$ cat src/rtl/ids_bus_pkg.sv
// rtl/ids_bus_pkg.sv - shared bus widths, beat size and master state encoding
package ids_bus_pkg;

    localparam int ADDR_W_DEF     = 32;
    localparam int DATA_W_DEF     = 32;
    localparam int LEN_W_DEF      = 16;
    localparam int BYTES_PER_BEAT = DATA_W_DEF / 8;

    typedef enum logic [1:0] {
        ST_IDLE  = 2'd0,
        ST_BUS   = 2'd1,
        ST_DRAIN = 2'd2,
        ST_DONE  = 2'd3
    } state_e;

endpackage

$ cat src/rtl/ids_bus_master.sv
// rtl/ids_bus_master.sv - DMA-side bus master issuing preemptible bursts over req/gnt
module ids_bus_master
    import ids_bus_pkg::*;
#(
    parameter int ADDR_W = ADDR_W_DEF,
    parameter int DATA_W = DATA_W_DEF,
    parameter int LEN_W  = LEN_W_DEF
) (
    input  logic              i_clk,
    input  logic              i_rst_n,
    input  logic              i_cmd_valid,
    output logic              o_cmd_ready,
    input  logic [ADDR_W-1:0] i_cmd_addr,
    input  logic [LEN_W-1:0]  i_cmd_len,
    input  logic              i_cmd_write,
    input  logic [DATA_W-1:0] i_wdata,
    input  logic              i_wdata_valid,
    output logic              o_wdata_ready,
    output logic [DATA_W-1:0] o_rdata,
    output logic              o_rdata_valid,
    output logic              o_req,
    input  logic              i_gnt,
    output logic              o_bus_valid,
    output logic              o_bus_we,
    output logic [ADDR_W-1:0] o_bus_addr,
    output logic [DATA_W-1:0] o_bus_wdata,
    input  logic [DATA_W-1:0] i_bus_rdata,
    output logic              o_busy,
    output logic              o_done
);

    // Address step per beat, sized to the address bus so the add wraps silently.
    localparam logic [ADDR_W-1:0] ADDR_STEP = ADDR_W'(DATA_W / 8);

    state_e            state_q, state_d;
    logic [ADDR_W-1:0] addr_q, addr_d;
    logic [LEN_W-1:0]  rem_q, rem_d;
    logic              write_q, write_d;
    logic              rdv_q, rdv_d;
    logic              fire;

    // State and burst context registers; reset discards any in-flight burst.
    always_ff @(posedge i_clk or negedge i_rst_n) begin
        if (!i_rst_n) begin
            state_q <= ST_IDLE;
            addr_q  <= '0;
            rem_q   <= '0;
            write_q <= 1'b0;
            rdv_q   <= 1'b0;
        end else begin
            state_q <= state_d;
            addr_q  <= addr_d;
            rem_q   <= rem_d;
            write_q <= write_d;
            rdv_q   <= rdv_d;
        end
    end

    // Next-state and bus outputs: one beat per granted cycle, stall while grant is withdrawn.
    always_comb begin
        state_d       = state_q;
        addr_d        = addr_q;
        rem_d         = rem_q;
        write_d       = write_q;
        rdv_d         = 1'b0;
        fire          = 1'b0;
        o_cmd_ready   = 1'b0;
        o_req         = 1'b0;
        o_bus_valid   = 1'b0;
        o_bus_we      = 1'b0;
        o_bus_addr    = '0;
        o_bus_wdata   = '0;
        o_wdata_ready = 1'b0;
        o_done        = 1'b0;
        case (state_q)
            ST_IDLE: begin
                o_cmd_ready = 1'b1;
                if (i_cmd_valid) begin
                    addr_d  = i_cmd_addr;
                    rem_d   = i_cmd_len;
                    write_d = i_cmd_write;
                    state_d = (i_cmd_len == '0) ? ST_DONE : ST_BUS;
                end
            end
            ST_BUS: begin
                o_req         = 1'b1;
                fire          = i_gnt && (write_q ? i_wdata_valid : 1'b1);
                o_bus_valid   = fire;
                o_bus_we      = write_q;
                o_bus_addr    = addr_q;
                o_bus_wdata   = i_wdata;
                o_wdata_ready = i_gnt && write_q;
                rdv_d         = fire && !write_q;
                if (fire) begin
                    addr_d = addr_q + ADDR_STEP;
                    rem_d  = rem_q - LEN_W'(1);
                    if (rem_q == LEN_W'(1)) begin
                        state_d = write_q ? ST_DONE : ST_DRAIN;
                    end
                end
            end
            ST_DRAIN: begin
                state_d = ST_DONE;
            end
            ST_DONE: begin
                o_done  = 1'b1;
                state_d = ST_IDLE;
            end
            default: begin
                state_d = ST_IDLE;
            end
        endcase
    end

    assign o_busy        = (state_q != ST_IDLE);
    assign o_rdata       = i_bus_rdata;
    assign o_rdata_valid = rdv_q;

endmodule
$ cat config.mk
export PLATFORM = sky130hd
export DESIGN_NAME = ids_bus_master
export DESIGN_NICKNAME = d
export VERILOG_FILES = /design/src/rtl/ids_bus_pkg.sv /design/src/rtl/ids_bus_master.sv
export SDC_FILE = /design/constraint.sdc
export NUM_CORES = 1
export LEC_CHECK = 0
export CORE_ASPECT_RATIO = 1.25
export CORE_UTILIZATION = 40
export CTS_BUF_LIST = sky130_fd_sc_hd__clkbuf_4 sky130_fd_sc_hd__clkbuf_8 sky130_fd_sc_hd__clkbuf_16
export DETAILED_ROUTE_END_ITERATION = 10
export GPL_TIMING_DRIVEN = 1
export PLACE_DENSITY = 0.87
export SLEW_MARGIN = 20
export SYNTH_ARGS = -nofsm -noshare
export SYNTH_HDL_FRONTEND = slang
export SYNTH_SLANG_ARGS = --single-unit
$ cat constraint.sdc
create_clock -name i_clk -period 6.1 [get_ports i_clk]
set_input_delay 1.22 -clock i_clk [delete_from_list [all_inputs] [get_ports i_clk]]
set_output_delay 1.22 -clock i_clk [all_outputs]
set_load 0.05 [all_outputs]
==> impl_metrics.env, run 1 <==
export IMPL_ios=222
export IMPL_die_x_um=93.60
export IMPL_cp_arrival_ns=3.19
export IMPL_outcome="finished clean"
export IMPL_leakage_nw=2.171
export IMPL_synth_fp_nets=633
export IMPL_path_clk_slew_ns=0.06
export IMPL_yosys_cell_types_count=65
export IMPL_die_height_um=116.5
export IMPL_post_drt_wl_per_cell_um=17.42
export IMPL_grt_max_degree=53
export IMPL_worstPathMaxFanout=45
export IMPL_setup_viol=0
export IMPL_track_usage_pct=24.12
export IMPL_top_layer="met4"
export IMPL_synth_cells=509
export IMPL_clock_sinks=52
export IMPL_cts_repair_resized=0
export IMPL_synth_area_top_cells="dfrtp_1 (31%), and2_1 (9.1%), buf_4 (5.7%), mux2i_1 (4.3%), o21ai_0 (4.1%)"
export IMPL_cts_tree="yes"
export IMPL_ctsHoldBuffers=0
export IMPL_netlist_area_um2=4195
export IMPL_synthArstFlopShare_pct=100.0
export IMPL_final_core_util_pct=56.37
export IMPL_drive_gt1_share_pct=4.715
export IMPL_wl_met3_um=936
export IMPL_initial_core_util_pct=41.30
export IMPL_fin_crit_sh_pct=72.30
export IMPL_antennaDiodeCount=0
export IMPL_grt_pass1_wl_mm=20.84
export IMPL_synth_top_flop_cell="dfrtp_1"
export IMPL_path_cells="inv_1, ha_2, inv_1, nor2_1, clkdlybuf4s50_1"
export IMPL_ys_top_cells_by_count="and2_1 (61), dfrtp_1 (52), o21ai_0 (34)"
export IMPL_dp_hpwl_mm=9.473
export IMPL_reg2reg_slack_ns=2.46
export IMPL_grt_pass1_vias=4351
export IMPL_area_growth_pct=36.47
export IMPL_rsz0062_at_grt="false"
export IMPL_drv_slew=0
export IMPL_totalWireLength_mm=12.96
export IMPL_antenna_found_initial=0
export IMPL_port_buffers=157
export IMPL_irDropWorstVdd_mv=0.3074
export IMPL_worst_slack_ns=1.690
export IMPL_syn_area_per_cell_um2=8.242
export IMPL_cts_root_buf="clkbuf_16"
export IMPL_max_cap_violations=0
export IMPL_ant_nets=0
export IMPL_clock_fmax_mhz=226.7
export IMPL_synth_edf_count=0
export IMPL_fin_skew_ns=0.005113
export IMPL_worst_pin_slew_ns=1.097
export IMPL_synth_top_cell_by_area="dfrtp_1"
export IMPL_drt_pass1_iterations=5
export IMPL_cts_inserted_buffers=5
export IMPL_met1_length_mm=5.028
export IMPL_synth_seq_area_share_pct=31.02
export IMPL_min_path_type="reg2reg"
export IMPL_p_per_area_nw_per_um2=596.8
export IMPL_synth_seq_cells=52
export IMPL_die_area_um2=10900
export IMPL_cp_end_kind="output pin"
export IMPL_drc=0
export IMPL_vias_per_cell=5.845
export IMPL_clk_latency_ns=0.29
export IMPL_drtIter0Drc=223
export IMPL_globalplace_congestion=0.8943
export IMPL_ys_warn_count=0
export IMPL_slowest_stage="clkdlybuf4s50_1"
export IMPL_pre_cts_slack_ns=2.035
export IMPL_overflow=0
export IMPL_cts_htree_levels=2
export IMPL_num_vias=4349
export IMPL_crit_top_cell="inv_1"
export IMPL_cp_required_ns=4.88
export IMPL_final_nets=738
export IMPL_synth_top_area_share_pct=31.02
export IMPL_finalPower_mw=3.417
export IMPL_slowest_delay_ns=0.84
export IMPL_core_um2=10160
export IMPL_period_needed_ns=4.410
export IMPL_hold_viol=0
export IMPL_synth_most_common_cell="and2_1"
export IMPL_start_kind="flip-flop"
export IMPL_wl_met2_mm=6.771
export IMPL_tns_ns=0
export IMPL_worstSetupPathType="reg2out"
export IMPL_num_rows=41
export IMPL_cts_buffer_depth=2
export IMPL_timing_slew_headroom_pct=26.89
export IMPL_cts_setup_buffers=0
[stage by stage]
stage / cells / cell area, um2 / hold WS [ns]
6_report: 744 / 5725 / 0.5044
5_1_grt: 744 / 5725 / 0.5244
4_1_cts: 744 / 5725 / 0.5083
3_5_place_dp: 736 / 5572 / 0.4861
3_3_place_gp: 736 / 5572 / 0.4852
2_1_floorplan: 509 / 4195 / 0.4585
[where the power goes]
group          switching, mW  leakage, nW  internal [mW]
combinational           1.50         1.49          0.857
sequential             0.240        0.598          0.522
clock                  0.122       0.0780          0.173
total                   1.87         2.17           1.55
[critical path, delay by kind of cell, from the launching register on]
family,cells,cell delay [ns]
buffers and inverters,3,1.55
and+or+nand+nor,1,0.31
DFF,1,0.40
adders and majority gates,1,0.62
[layout make-up]
class,instances,area [um2]
flip-flops and latches,52,1301
clock buffers,8,153.9
inverters,17,63.81
well taps,129,161.4
fillers,889,4432
multi-input cells,377,2449
repair buffers,161,1597
[state kept, by name (all words and copies together) (netlist names)]
register       cells
addr_q            32
rem_q             16
write_q            1
o_rdata_valid      1
state_q            2
[path summary, 6_finish.rpt]
kind                            startpoint        endpoint  cells after the start
worst max register to register  state_q[1]      addr_q[25]                      7
min in group asynchronous          i_rst_n   o_rdata_valid                      2
worst max-delay path            state_q[1]  o_bus_addr[24]                      5
worst min register to register   addr_q[1]       addr_q[1]                      1
max in group asynchronous          i_rst_n      addr_q[16]                      2
worst min-delay path             addr_q[1]       addr_q[1]                      1
[placed cells by master, fill, tap and decap left out, types with 17 or more instances in the layout]
cell and n:
a21oi_1 18, and2_1 61, clkdlybuf4s50_1 156, dfrtp_1 52, inv_1 17, mux2i_1 18, nand2_1 21, nand3_1 25
nor2_1 19, nor2b_1 20, o21ai_0 34
[per-layer routing]
metal	vias up	GRT usage (%)
met3	22	4.883
met5	-	0
met4	0	8.718
met2	199	44.22
met1	2074	27.69
li1	2054	-
[cell families after synthesis]
logic type               synth area share [%]
flip-flops                              31.02
AND/OR/NAND/NOR                         34.48
buffers and inverters                   10.71
multiplexers                            4.563
AO/OA/AOI/OAI                           17.45
adder cells (fa/ha/maj)                 1.789
(Power assumes the default switching activity.)
==> run 2, diff against run 1 <==
==> constraint.sdc (replaced) <==
create_clock -name i_clk -period 4.3 [get_ports i_clk]
set_input_delay 0.86 -clock i_clk [delete_from_list [all_inputs] [get_ports i_clk]]
set_output_delay 0.86 -clock i_clk [all_outputs]
set_load 0.05 [all_outputs]
==> impl_metrics.env, run 2 (synthesized netlist as in run 1, its figures left out) <==
export IMPL_met3_usage_pct=4.167
export IMPL_vias_per_cell=5.849
export IMPL_setup_viol=0
export IMPL_ant_nets=0
export IMPL_layout_common_cells="clkdlybuf4s50_1 (156), and2_1 (61), dfrtp_1 (52)"
export IMPL_die_area_um2=10900
export IMPL_antennaDiodeCount=0
export IMPL_totalWireLength_mm=13.09
export IMPL_final_nets=741
export IMPL_worstSetupPathType="reg2out"
export IMPL_min_delay_path_depth=1
export IMPL_drtIter0Drc=228
export IMPL_r2r_start="state_q[1]"
export IMPL_start_kind="flip-flop"
export IMPL_drv_slew=0
export IMPL_min_path_type="reg2reg"
export IMPL_fillers=887
export IMPL_hp_start="addr_q[1]"
export IMPL_cts_tree="yes"
export IMPL_min_to="addr_q[1]"
export IMPL_final_common_cell="clkdlybuf4s50_1"
export IMPL_reg2reg_slack_ns=1.15
export IMPL_timing_slew_headroom_pct=41.67
export IMPL_seqCellArea_um2=1301
export IMPL_cp_end_kind="output pin"
export IMPL_dp_hpwl_mm=9.631
export IMPL_num_vias=4363
export IMPL_cts_repair_resized=0
export IMPL_die_x_um=93.60
export IMPL_irDropWorstVdd_mv=0.5391
export IMPL_leakage_nw=2.183
export IMPL_multi_input_area_um2=2449
export IMPL_initial_core_util_pct=41.30
export IMPL_clock_sinks=52
export IMPL_grt_busiest_layer="met2"
export IMPL_reg_top3="addr_q: 32 flops, rem_q: 16 flops, state_q: 2 flops"
export IMPL_ctsHoldBuffers=0
export IMPL_worstPathMaxFanout=25
export IMPL_drive_gt1_share_pct=5.024
export IMPL_drt_pass1_iterations=5
export IMPL_worst_pin_slew_ns=0.8740
export IMPL_dpl_cell_count=739
export IMPL_largest_reg_flops=32
export IMPL_core_um2=10160
export IMPL_use_met1_pct=27.85
export IMPL_cp_required_ns=3.44
export IMPL_clock_fmax_mhz=267.8
export IMPL_num_rows=41
export IMPL_drc=0
export IMPL_grt_use_met2_pct=45.10
export IMPL_cp_arrival_ns=2.87
export IMPL_ff2ff_path_depth=8
export IMPL_ios=222
export IMPL_cts_buffer_depth=2
export IMPL_globalplace_congestion=0.8666
export IMPL_max_cap_violations=0
export IMPL_cts_setup_buffers=0
export IMPL_grt_pass1_vias=4277
export IMPL_regMostFlops="addr_q"
export IMPL_rsz0062_at_grt="false"
export IMPL_cts_inserted_buffers=5
export IMPL_fin_skew_ns=0.006567
export IMPL_path_clk_slew_ns=0.07
export IMPL_post_drt_wl_per_cell_um=17.54
export IMPL_hold_viol=0
export IMPL_grt_max_degree=53
export IMPL_clk_latency_ns=0.29
export IMPL_fin_cells=746
export IMPL_area_growth_pct=36.98
export IMPL_fin_crit_sh_pct=86.85
export IMPL_grt_pass1_wl_mm=20.87
export IMPL_outcome="finished clean"
export IMPL_track_usage_pct=24.16
export IMPL_cts_root_buf="clkbuf_16"
export IMPL_port_buffers=157
export IMPL_cts_htree_levels=2
export IMPL_overflow=0
export IMPL_crit_start="state_q[1]"
export IMPL_r2r_end="addr_q[30]"
export IMPL_p_per_area_nw_per_um2=848.4
export IMPL_tns_ns=0
export IMPL_die_height_um=116.5
export IMPL_antenna_found_initial=0
export IMPL_period_needed_ns=3.734
==> run 2: changes by cell type in the layout (fill, tap and decap cells not counted), sizes merged <==
| cell | before | now |
|---|---|---|
| buf | 5 | 8 |
| clkbuf | 8 | 7 |
==> run 2: how the worst max path moves through the flow <==
stage | endpoint | slack, ns | cells past startpoint
floorplan | o_bus_addr[10] | 0.93 | 7
global route | o_bus_addr[24] | 0.43 | 5
global placement | o_bus_addr[24] | 0.96 | 5
detailed placement | o_bus_addr[24] | 0.95 | 5
CTS | o_bus_addr[24] | 0.61 | 5
finish | o_bus_addr[24] | 0.57 | 5
==> run 2: where the power goes <==
part,leakage (nW),internal [mW],switching (mW)
Clock,0.0760,0.245,0.181
Combinational,1.51,1.23,2.14
Sequential,0.598,0.740,0.340
==> run 2: worst max-delay path, stage by stage (launching register included) <==
cell and delay (ns):
dfrtp_1 0.40, inv_1 0.11, ha_2 0.41, inv_1 0.49
nor2_1 0.32, clkdlybuf4s50_1 0.85
==> run 2: per-stage QoR <==
| stage | area [um2] | hold slack [ns] | utilization (%) | worst slack, ns | total power, mW |
|---|---|---|---|---|---|
| after global placement | 5594 | 0.4883 | 55.08 | 0.9598 | 4.329 |
| after global routing | 5747 | 0.5266 | 56.58 | 0.4288 | 5.189 |
| after CTS | 5747 | 0.5058 | 56.58 | 0.6100 | 4.879 |
| after floorplan | 4195 | 0.4585 | - | 0.9302 | 3.516 |
| final | 5747 | 0.5005 | 56.58 | 0.5656 | 4.875 |
| after detailed placement | 5594 | 0.4752 | 55.08 | 0.9488 | 4.429 |
==> run 2: routing by layer <==
layer	wire [um]	part of all wire, %	vias to the layer above
li1	-	-	2052
met3	870	6.6	25
met5	0	0	-
met4	236	1.8	0
met2	6771	52	197
met1	5206	40	2089
==> run 2: cell type report <==
class                           count  share of cell area [%]
Multi-Input combinational cell    377                   42.61
Timing Repair Buffer              164                   28.17
Sequential cell                    52                   22.64
Tap cell                          129                   2.809
Clock buffer                        7                   2.656
Inverter                           17                   1.110
==> run 3, diff against run 2 <==
--- a/config.mk
+++ b/config.mk
@@ -11,7 +11,7 @@
 export DETAILED_ROUTE_END_ITERATION = 10
 export GPL_TIMING_DRIVEN = 1
 export PLACE_DENSITY = 0.87
-export SLEW_MARGIN = 20
+export SLEW_MARGIN = 30
 export SYNTH_ARGS = -nofsm -noshare
 export SYNTH_HDL_FRONTEND = slang
 export SYNTH_SLANG_ARGS = --single-unit
==> results of run 3 <==
No change in the layout: final DEF, timing and power equal those of run 2.
